File: config.mk
export PLATFORM = sky130hd
export DESIGN_NAME = pll_lock_supervisor
export DESIGN_NICKNAME = d
export VERILOG_FILES = /design/src/rtl/pll_lock_supervisor_pkg.sv /design/src/rtl/pll_lock_supervisor_sync_ff.sv /design/src/rtl/pll_lock_supervisor.sv
export SDC_FILE = /design/constraint.sdc
export NUM_CORES = 1
export LEC_CHECK = 0
export BUFFER_PORTS_ARGS = -buffer_cell sky130_fd_sc_hd__buf_4
export CELL_PAD_IN_SITES_DETAIL_PLACEMENT = 1
export CELL_PAD_IN_SITES_GLOBAL_PLACEMENT = 2
export CORE_UTILIZATION = 39
export DETAILED_ROUTE_END_ITERATION = 12
export HOLD_SLACK_MARGIN = 0.06
export PLACE_DENSITY_LB_ADDON = 0.1
export SYNTH_ARGS = -nofsm -noshare
export SYNTH_HDL_FRONTEND = slang
export SYNTH_SLANG_ARGS = --single-unit
File: constraint.sdc
create_clock -name i_clock -period 4.95 [get_ports i_clock]
set_input_delay 0.2475 -clock i_clock [delete_from_list [all_inputs] [get_ports i_clock]]
set_output_delay 0.2475 -clock i_clock [all_outputs]
set_load 0.01 [all_outputs]
File: src/rtl/pll_lock_supervisor_pkg.sv
// Shared types and helpers for the PLL lock supervisor.
package pll_lock_supervisor_pkg;

   typedef enum logic [1:0] {
      StPllRst   = 2'd0,
      StWaitLock = 2'd1,
      StStable   = 2'd2,
      StRun      = 2'd3
   } state_e;

   // Timer must hold the largest of the three window lengths minus one.
   function automatic int timer_width(input int unsigned a, input int unsigned b,
                                      input int unsigned c);
      int unsigned m;
      m = a;
      if (b > m) m = b;
      if (c > m) m = c;
      return $clog2(m);
   endfunction

endpackage

File: src/rtl/pll_lock_supervisor_sync_ff.sv
// Multi-flop bit synchroniser with asynchronous clear.
module pll_lock_supervisor_sync_ff #(
   parameter int unsigned STAGES = 2
) (
   input  logic i_clock,
   input  logic i_reset,
   input  logic i_d,
   output logic o_q
);

   logic [STAGES-1:0] r_sync;

   always_ff @(posedge i_clock or posedge i_reset) begin
      if (i_reset) r_sync <= '0;
      else         r_sync <= {r_sync[STAGES-2:0], i_d};
   end

   assign o_q = r_sync[STAGES-1];

endmodule

File: src/rtl/pll_lock_supervisor.sv
// Turns the asynchronous PLL lock indication into a qualified system reset,
// retrying the PLL with a reset pulse when lock never arrives.
module pll_lock_supervisor
   import pll_lock_supervisor_pkg::*;
#(
   parameter int unsigned SYNC_STAGES    = 2,
   parameter int unsigned STABLE_CYCLES  = 1024,
   parameter int unsigned TIMEOUT_CYCLES = 65536,
   parameter int unsigned PLLRST_CYCLES  = 16,
   parameter int unsigned CNT_W          = 8
) (
   input  logic             i_clock,
   input  logic             i_reset,
   input  logic             i_pll_locked,
   output logic             o_pll_rst,
   output logic             o_sys_rst,
   output logic             o_ready,
   output logic [1:0]       o_state,
   output logic [CNT_W-1:0] o_lock_loss_cnt,
   output logic [CNT_W-1:0] o_retry_cnt
);

   localparam int TW = timer_width(STABLE_CYCLES, TIMEOUT_CYCLES, PLLRST_CYCLES);
   localparam logic [TW-1:0] STABLE_LAST  = TW'(STABLE_CYCLES - 1);
   localparam logic [TW-1:0] TIMEOUT_LAST = TW'(TIMEOUT_CYCLES - 1);
   localparam logic [TW-1:0] PLLRST_LAST  = TW'(PLLRST_CYCLES - 1);

   logic             w_locked_s;
   state_e           r_state;
   logic [TW-1:0]    r_timer;
   logic             r_pll_rst;
   logic             r_sys_rst;
   logic             r_ready;
   logic [CNT_W-1:0] r_lock_loss_cnt;
   logic [CNT_W-1:0] r_retry_cnt;

   pll_lock_supervisor_sync_ff #(
      .STAGES (SYNC_STAGES)
   ) u_sync_locked (
      .i_clock (i_clock),
      .i_reset (i_reset),
      .i_d     (i_pll_locked),
      .o_q     (w_locked_s)
   );

   always_ff @(posedge i_clock or posedge i_reset) begin
      if (i_reset) begin
         r_state         <= StPllRst;
         r_timer         <= '0;
         r_pll_rst       <= 1'b1;
         r_sys_rst       <= 1'b1;
         r_ready         <= 1'b0;
         r_lock_loss_cnt <= '0;
         r_retry_cnt     <= '0;
      end else begin
         unique case (r_state)
            StPllRst: begin
               if (r_timer == PLLRST_LAST) begin
                  r_state   <= StWaitLock;
                  r_timer   <= '0;
                  r_pll_rst <= 1'b0;
               end else begin
                  r_timer <= r_timer + TW'(1);
               end
            end
            StWaitLock: begin
               // Lock takes priority over a coincident timeout.
               if (w_locked_s) begin
                  r_state <= StStable;
                  r_timer <= '0;
               end else if (r_timer == TIMEOUT_LAST) begin
                  r_state   <= StPllRst;
                  r_timer   <= '0;
                  r_pll_rst <= 1'b1;
                  if (r_retry_cnt != '1) r_retry_cnt <= r_retry_cnt + CNT_W'(1);
               end else begin
                  r_timer <= r_timer + TW'(1);
               end
            end
            StStable: begin
               if (!w_locked_s) begin
                  r_state <= StWaitLock;
                  r_timer <= '0;
               end else if (r_timer == STABLE_LAST) begin
                  r_state   <= StRun;
                  r_timer   <= '0;
                  r_sys_rst <= 1'b0;
                  r_ready   <= 1'b1;
               end else begin
                  r_timer <= r_timer + TW'(1);
               end
            end
            StRun: begin
               if (!w_locked_s) begin
                  r_state   <= StWaitLock;
                  r_timer   <= '0;
                  r_sys_rst <= 1'b1;
                  r_ready   <= 1'b0;
                  if (r_lock_loss_cnt != '1) r_lock_loss_cnt <= r_lock_loss_cnt + CNT_W'(1);
               end
            end
         endcase
      end
   end

   assign o_pll_rst       = r_pll_rst;
   assign o_sys_rst       = r_sys_rst;
   assign o_ready         = r_ready;
   assign o_state         = r_state;
   assign o_lock_loss_cnt = r_lock_loss_cnt;
   assign o_retry_cnt     = r_retry_cnt;

endmodule

; Word level (Yosys, flattened, before mapping)
; Cells that the tools add are included.
[classes]
add_sub_neg = 3
eq_ne = 16
muxes = 26
n_bitwise = 1
n_reduce_logical = 8
[op_table]
columns = cell, n
row1 = $mux W16, 6
row2 = $pmux W16 S4, 1
row3 = $add A16 B1 Y16 const B, 1
row4 = $add A8 B1 Y8 const B, 2
row5 = $eq A16 B10 Y1 const B, 1
row6 = $eq A16 B16 Y1 const B, 1
row7 = $eq A16 B4 Y1 const B, 1
row8 = $ne A8 B8 Y1 const B, 2
row9 = $reduce_and A4 Y1, 4
row10 = $mux W2, 6
row11 = $ne A2 B2 Y1 const B, 5
row12 = $mux W1, 9
row13 = $pmux W2 S4, 1
row14 = $pmux W1 S2, 3
row15 = $eq A2 B2 Y1 const B, 2
row16 = $reduce_bool A2 Y1, 2
row17 = $ne A3 B2 Y1 const B, 1
row18 = $ne A3 B3 Y1 const B, 1
row19 = $reduce_and A3 Y1, 1
row20 = $eq A2 B1 Y1 const B, 1
row21 = $logic_not A2 Y1, 1
row22 = $ne A2 B1 Y1 const B, 1
row23 = $not A1 Y1, 1
[totals]
register_bits = 39
in_bits = 3
out_inout_bits = 21
wordCells = 62

; Logic depth before layout (Yosys ltp)
[depth]
ltp_word = 4
mapped_depth = 8
depth_no_buf = 7

; Cells and area by module
; From an unflattened synthesis, not the netlist that was laid out.
[unflattened]
cells_unflattened = 193
hier_area_um2 = 2023.2
[by_module_without_submodules]
columns = mod, instances, cells_per_inst, area_each_um2, seq_area_each_um2
row1 = pll_lock_supervisor, 1, 190, 1969.4, 928.4
row2 = pll_lock_supervisor_sync_ff, 1, 3, 53.8, 50.0

; Least setup slack after synthesis
; Ideal clock, no wire load.
[synth_timing]
path_type = reg2reg
startpoint = reg r_timer[15]
endpoint = reg r_timer[3]
setup_time_ns = 0.119
arrival_ns = 2.039
required_time_ns = 4.831
path_slack_ns = 2.792
path_stages_with_launch = 7
path_buffers = 1
period_less_slack_ns = 2.158
path_cell_list = dfrtp_1 -> or4_1 -> or3_1 -> o31a_1 -> a221oi_4 -> buf_6 -> nor2_1
[synth_between]
elab_chain_len = 4
elab_cells_between_ends = 9
classes_between = eq/ne (3) / mux (6)
[synth_rtl]
columns = item, line_no
row1 = start: declaration, pll_lock_supervisor.sv:30  ; logic [TW-1:0] r_timer;
row2 = start signal: assignment, pll_lock_supervisor.sv:63  ; r_timer <= r_timer + TW'(1);
row3 = start signal: assignment, pll_lock_supervisor.sv:77  ; r_timer <= r_timer + TW'(1);
row4 = start signal: assignment, pll_lock_supervisor.sv:90  ; r_timer <= r_timer + TW'(1);
row5 = $eq A16 B10 Y1 / $eq A16 B16 Y1 (equally long branches), "pll_lock_supervisor.sv:84, pll_lock_supervisor.sv:71"
row6 = $mux W16 (on tied branches), "pll_lock_supervisor.sv:84, pll_lock_supervisor.sv:71"
row7 = $mux W16 (on tied branches), "pll_lock_supervisor.sv:81, pll_lock_supervisor.sv:68"
row8 = $pmux W16 S4 (*), pll_lock_supervisor.sv:56  ; unique case (r_state)
; Mark *: on every way between the ends. The rest lies on a longest branch, timed or not.
; A chain may end at the register's enable or synchronous reset.

; Final worst setup path
[layout_timing]
startpoint = reg r_timer[11]
endpoint = reg r_timer[9]
; The elaborated chain is that of the path after synthesis.

==> reports/qor.yml <==
job:
  cap_violations: 0
power_and_ir_drop:
  internal-power_w: 0.0005763
  finalPower_w: 0.0009033
  p_comb_frac: 0.329
  seqPwrFrac: 0.440
  ir_worst_vdd_uv: 154.6
  switching_share: 0.3620
  p_clk_frac: 0.231
  power_density_nw_per_um2: 385.5
  p_switching_w: 0.0003270
  p_leak_nw: 1.095
critical_path:
  rrSetupSlack_ns: 2.41
  crit_type: "reg -> reg"
  cp-startpoint: "r_timer[11]"
  reg2reg_from: "r_timer[11]"
  cp_top_family: "simple AND/OR/NAND/NOR gates"
  cp-start-kind: "flop"
  cp-end-kind: "flop"
  cp_slowest_cell: "a221oi_4"
  critical_path.max_fanout: 14
  cp_slowest_stage_delay_ns: 0.62
  crit_required_ns: 5.10
  cp_cell_sequence: "or4_1, nor3_1, o221ai_1, a221oi_4, nor2_1"
  rr_worst_depth: 5
  path_buf_inv: 0
  cp.arrival_ns: 2.69
  r2r_end: "r_timer[9]"
grt:
  top_usage_layer: "met2"
  grt_pass1_wl_um: 7748
  use_met2: 0.3191
  grt_remaining_overflow: 0
  grt_use_total: 0.1910
  grt_pass1_vias: 1623
  antenna_found_initial: 0
  grt_max_degree: 40
  met1_usage: 0.2394
  grt_use_met3: 0.04115
synth:
  syn_area_um2: 2013
  synth_edf_count: 0
  ys_warn_count: 0
  synth_seq_cells: 39
  syn-instance-count: 202
  synth_nets: 213
  synth.yosys.seq_area_share: 0.4860
  synth.distinct_cells: 37
  avgSynthCellArea_um2: 9.966
  synthFlopType: "dfrtp_1"
  synth_async_sr_flop_share: 1.000
sta:
  fin_setup_tns_ns: 0
  worst_slack_ns: 2.409
  setup_viol: 0
  timing.final.crit_period_ns: 2.541
  hold_viol: 0
  maxSlewViolCount: 0
  finalCritPeriodShare: 0.5133
  rsz0062_at_grt: "false"
  fin_skew_ns: 0.004914
  worst_slew_pin_slew_ns: 0.6466
  fmax_mhz: 393.5
  relSlewSlack: 0.5685
finish:
  final_util: 0.4834
  synthToLayoutAreaGrowth_pct: 16.41
  diodes: 0
  drive_gt1_frac: 0.1602
  nets: 241
place:
  portBuffers: 23
  pre_cts_ws_ns: 2.446
  hpwl_um: 3213
  gp_congestion: 0.7864
floorplanning:
  core_area_um2: 4848
  die_h_um: 73.85
  io_pins: 24
  die_w_um: 73.85
  initial_core_util: 0.4152
  rows: 25
  die_area_um2: 5453
cts:
  cts_setup_buffers: 0
  cts_tree: "done"
  cts_buffer_depth: 2
  clock_sinks: 39
  cts_hold_buf: 1
  numCtsBuffers: 5
  cts_resized: 0
  cts_root_buffer: "clkbuf_8"
  cts.clk_slew.worst_paths_ns: 0.07
  clock_latency_ns: 0.29
  htree_levels: 2
hold_path:
  hold_path_class: "in -> async"
detailed_routing:
  avgRoutedWirePerCell_um: 15.07
  ant_nets: 0
  drc_errors: 0
  via_count: 1563
  drt_iter0_drc: 46
  totalWireLength_um: 4491
  avgViaCountPerCell: 5.245
  firstDrtPassIters: 5
outcome:
  status: "finished, final reports clean"
-- cells by family after synthesis --
kind of cell / Yosys count / share of synthesized area
adders and majority gates: 8 / 0.04972
DFF: 39 / 0.4860
xor gates and xnor gates: 27 / 0.1175
AOI/OAI and AO/OA: 23 / 0.08142
buffers and inverters: 14 / 0.03045
muxes: 5 / 0.02672
and+or+nand+nor: 86 / 0.2082
-- registers in the layout (all words and copies together), names as in the netlist --
register	flops
o_lock_loss_cnt	8
o_pll_rst	1
r_timer	16
o_sys_rst	1
u_sync_locked.r_sync	2
o_ready	1
o_retry_cnt	8
o_state	2
-- worst max path at each step --
stage,end,cells past startpoint
floorplan,r_timer[3],6
global placement,r_timer[13],5
detailed placement,r_timer[9],5
CTS,r_timer[9],5
global route,r_timer[9],5
finish,r_timer[9],5
-- Yosys cell counts, drive strengths merged (2+ instances only) --
| cell | number | area (um^2) |
|---|---|---|
| inv | 10 | 37.54 |
| nand4 | 5 | 31.28 |
| mux2 | 3 | 33.78 |
| dfstp | 2 | 52.55 |
| and4 | 2 | 17.52 |
| and3 | 5 | 31.28 |
| xor2 | 17 | 148.9 |
| nor3 | 5 | 25.02 |
| nor4 | 2 | 12.51 |
| clkbuf | 2 | 7.510 |
| xnor2 | 10 | 87.58 |
| a31oi | 4 | 25.02 |
| nand3 | 13 | 65.06 |
| nand2b | 2 | 12.51 |
| o21ai | 4 | 20.02 |
| mux2i | 2 | 20.02 |
| dfrtp | 37 | 925.9 |
| ha | 8 | 100.1 |
| buf | 2 | 16.26 |
| nand2 | 21 | 78.83 |
| a21oi | 7 | 35.03 |
| or3 | 2 | 13.77 |
| nor2b | 2 | 12.51 |
| nor2 | 24 | 90.09 |
-- layout make-up --
type / count / area [um^2]
Sequential cell: 39 / 978.4
Multi-Input combinational cell: 149 / 973.4
Tap cell: 67 / 83.83
Fill cell: 559 / 2505
Timing Repair Buffer: 25 / 190.2
Inverter: 10 / 37.54
Clock buffer: 8 / 80.08
-- power groups by stage --
stage	logic, W	clock network, W	registers, W
5_1_grt	0.000337	0.000228	0.000405
2_1_floorplan	0.000216	0	0.000404
6_report	0.000297	0.000209	0.000397
3_5_place_dp	0.000299	0	0.000405
4_1_cts	0.000304	0.000218	0.000399
3_3_place_gp	0.000284	0	0.000401
-- stage by stage --
stage          std cells  area [um^2]  hold slack (ns)
2_1_floorplan        202         2013           0.2789
3_3_place_gp         289         2253           0.3357
3_5_place_dp         289         2253           0.3448
4_1_cts              298         2344          0.09144
5_1_grt              298         2344           0.1113
6_report             298         2344          0.07169
-- metal layers --
metal,vias to the layer above,wire length (um)
met3,7,135
met4,0,76
li1,749,-
met2,21,2166
met1,786,2111
met5,-,0
-- layout by cell type, fill, tap and decap left out --
master | Yosys | final
nor4b_1 | 1 | 1
inv_1 | 10 | 10
clkbuf_1 | 2 | 3
mux2_2 | 3 | 3
o21ai_0 | 4 | 4
nor2b_1 | 2 | 2
a21oi_1 | 7 | 7
nand4_1 | 5 | 5
nor4_1 | 2 | 2
a31oi_1 | 4 | 4
and3_1 | 5 | 5
nand2b_1 | 2 | 2
ha_1 | 8 | 8
o31a_1 | 1 | 1
a211o_1 | 1 | 1
or3_2 | 1 | 1
and4_1 | 2 | 2
or3_1 | 1 | 1
o211ai_1 | 1 | 1
nand3_1 | 13 | 13
o2111ai_1 | 1 | 1
dfrtp_1 | 37 | 37
dlygate4sd3_1 | 0 | 1
nand2_1 | 21 | 21
nor3_1 | 5 | 5
buf_4 | 0 | 24
a221oi_4 | 1 | 1
or4_1 | 1 | 1
nor3b_2 | 1 | 1
xnor2_1 | 10 | 10
o221ai_1 | 1 | 1
clkbuf_8 | 0 | 5
dfstp_2 | 2 | 2
nor2_1 | 24 | 24
o31ai_1 | 1 | 1
a211oi_1 | 1 | 1
xor2_1 | 17 | 17
mux2i_1 | 2 | 2
-- worst min-delay path, cell delays in order --
cell	delay (ns)
buf_4	0.11
inv_1	0.04
buf_4	0.42
Note: power is estimated with default switching activity, not from simulation.
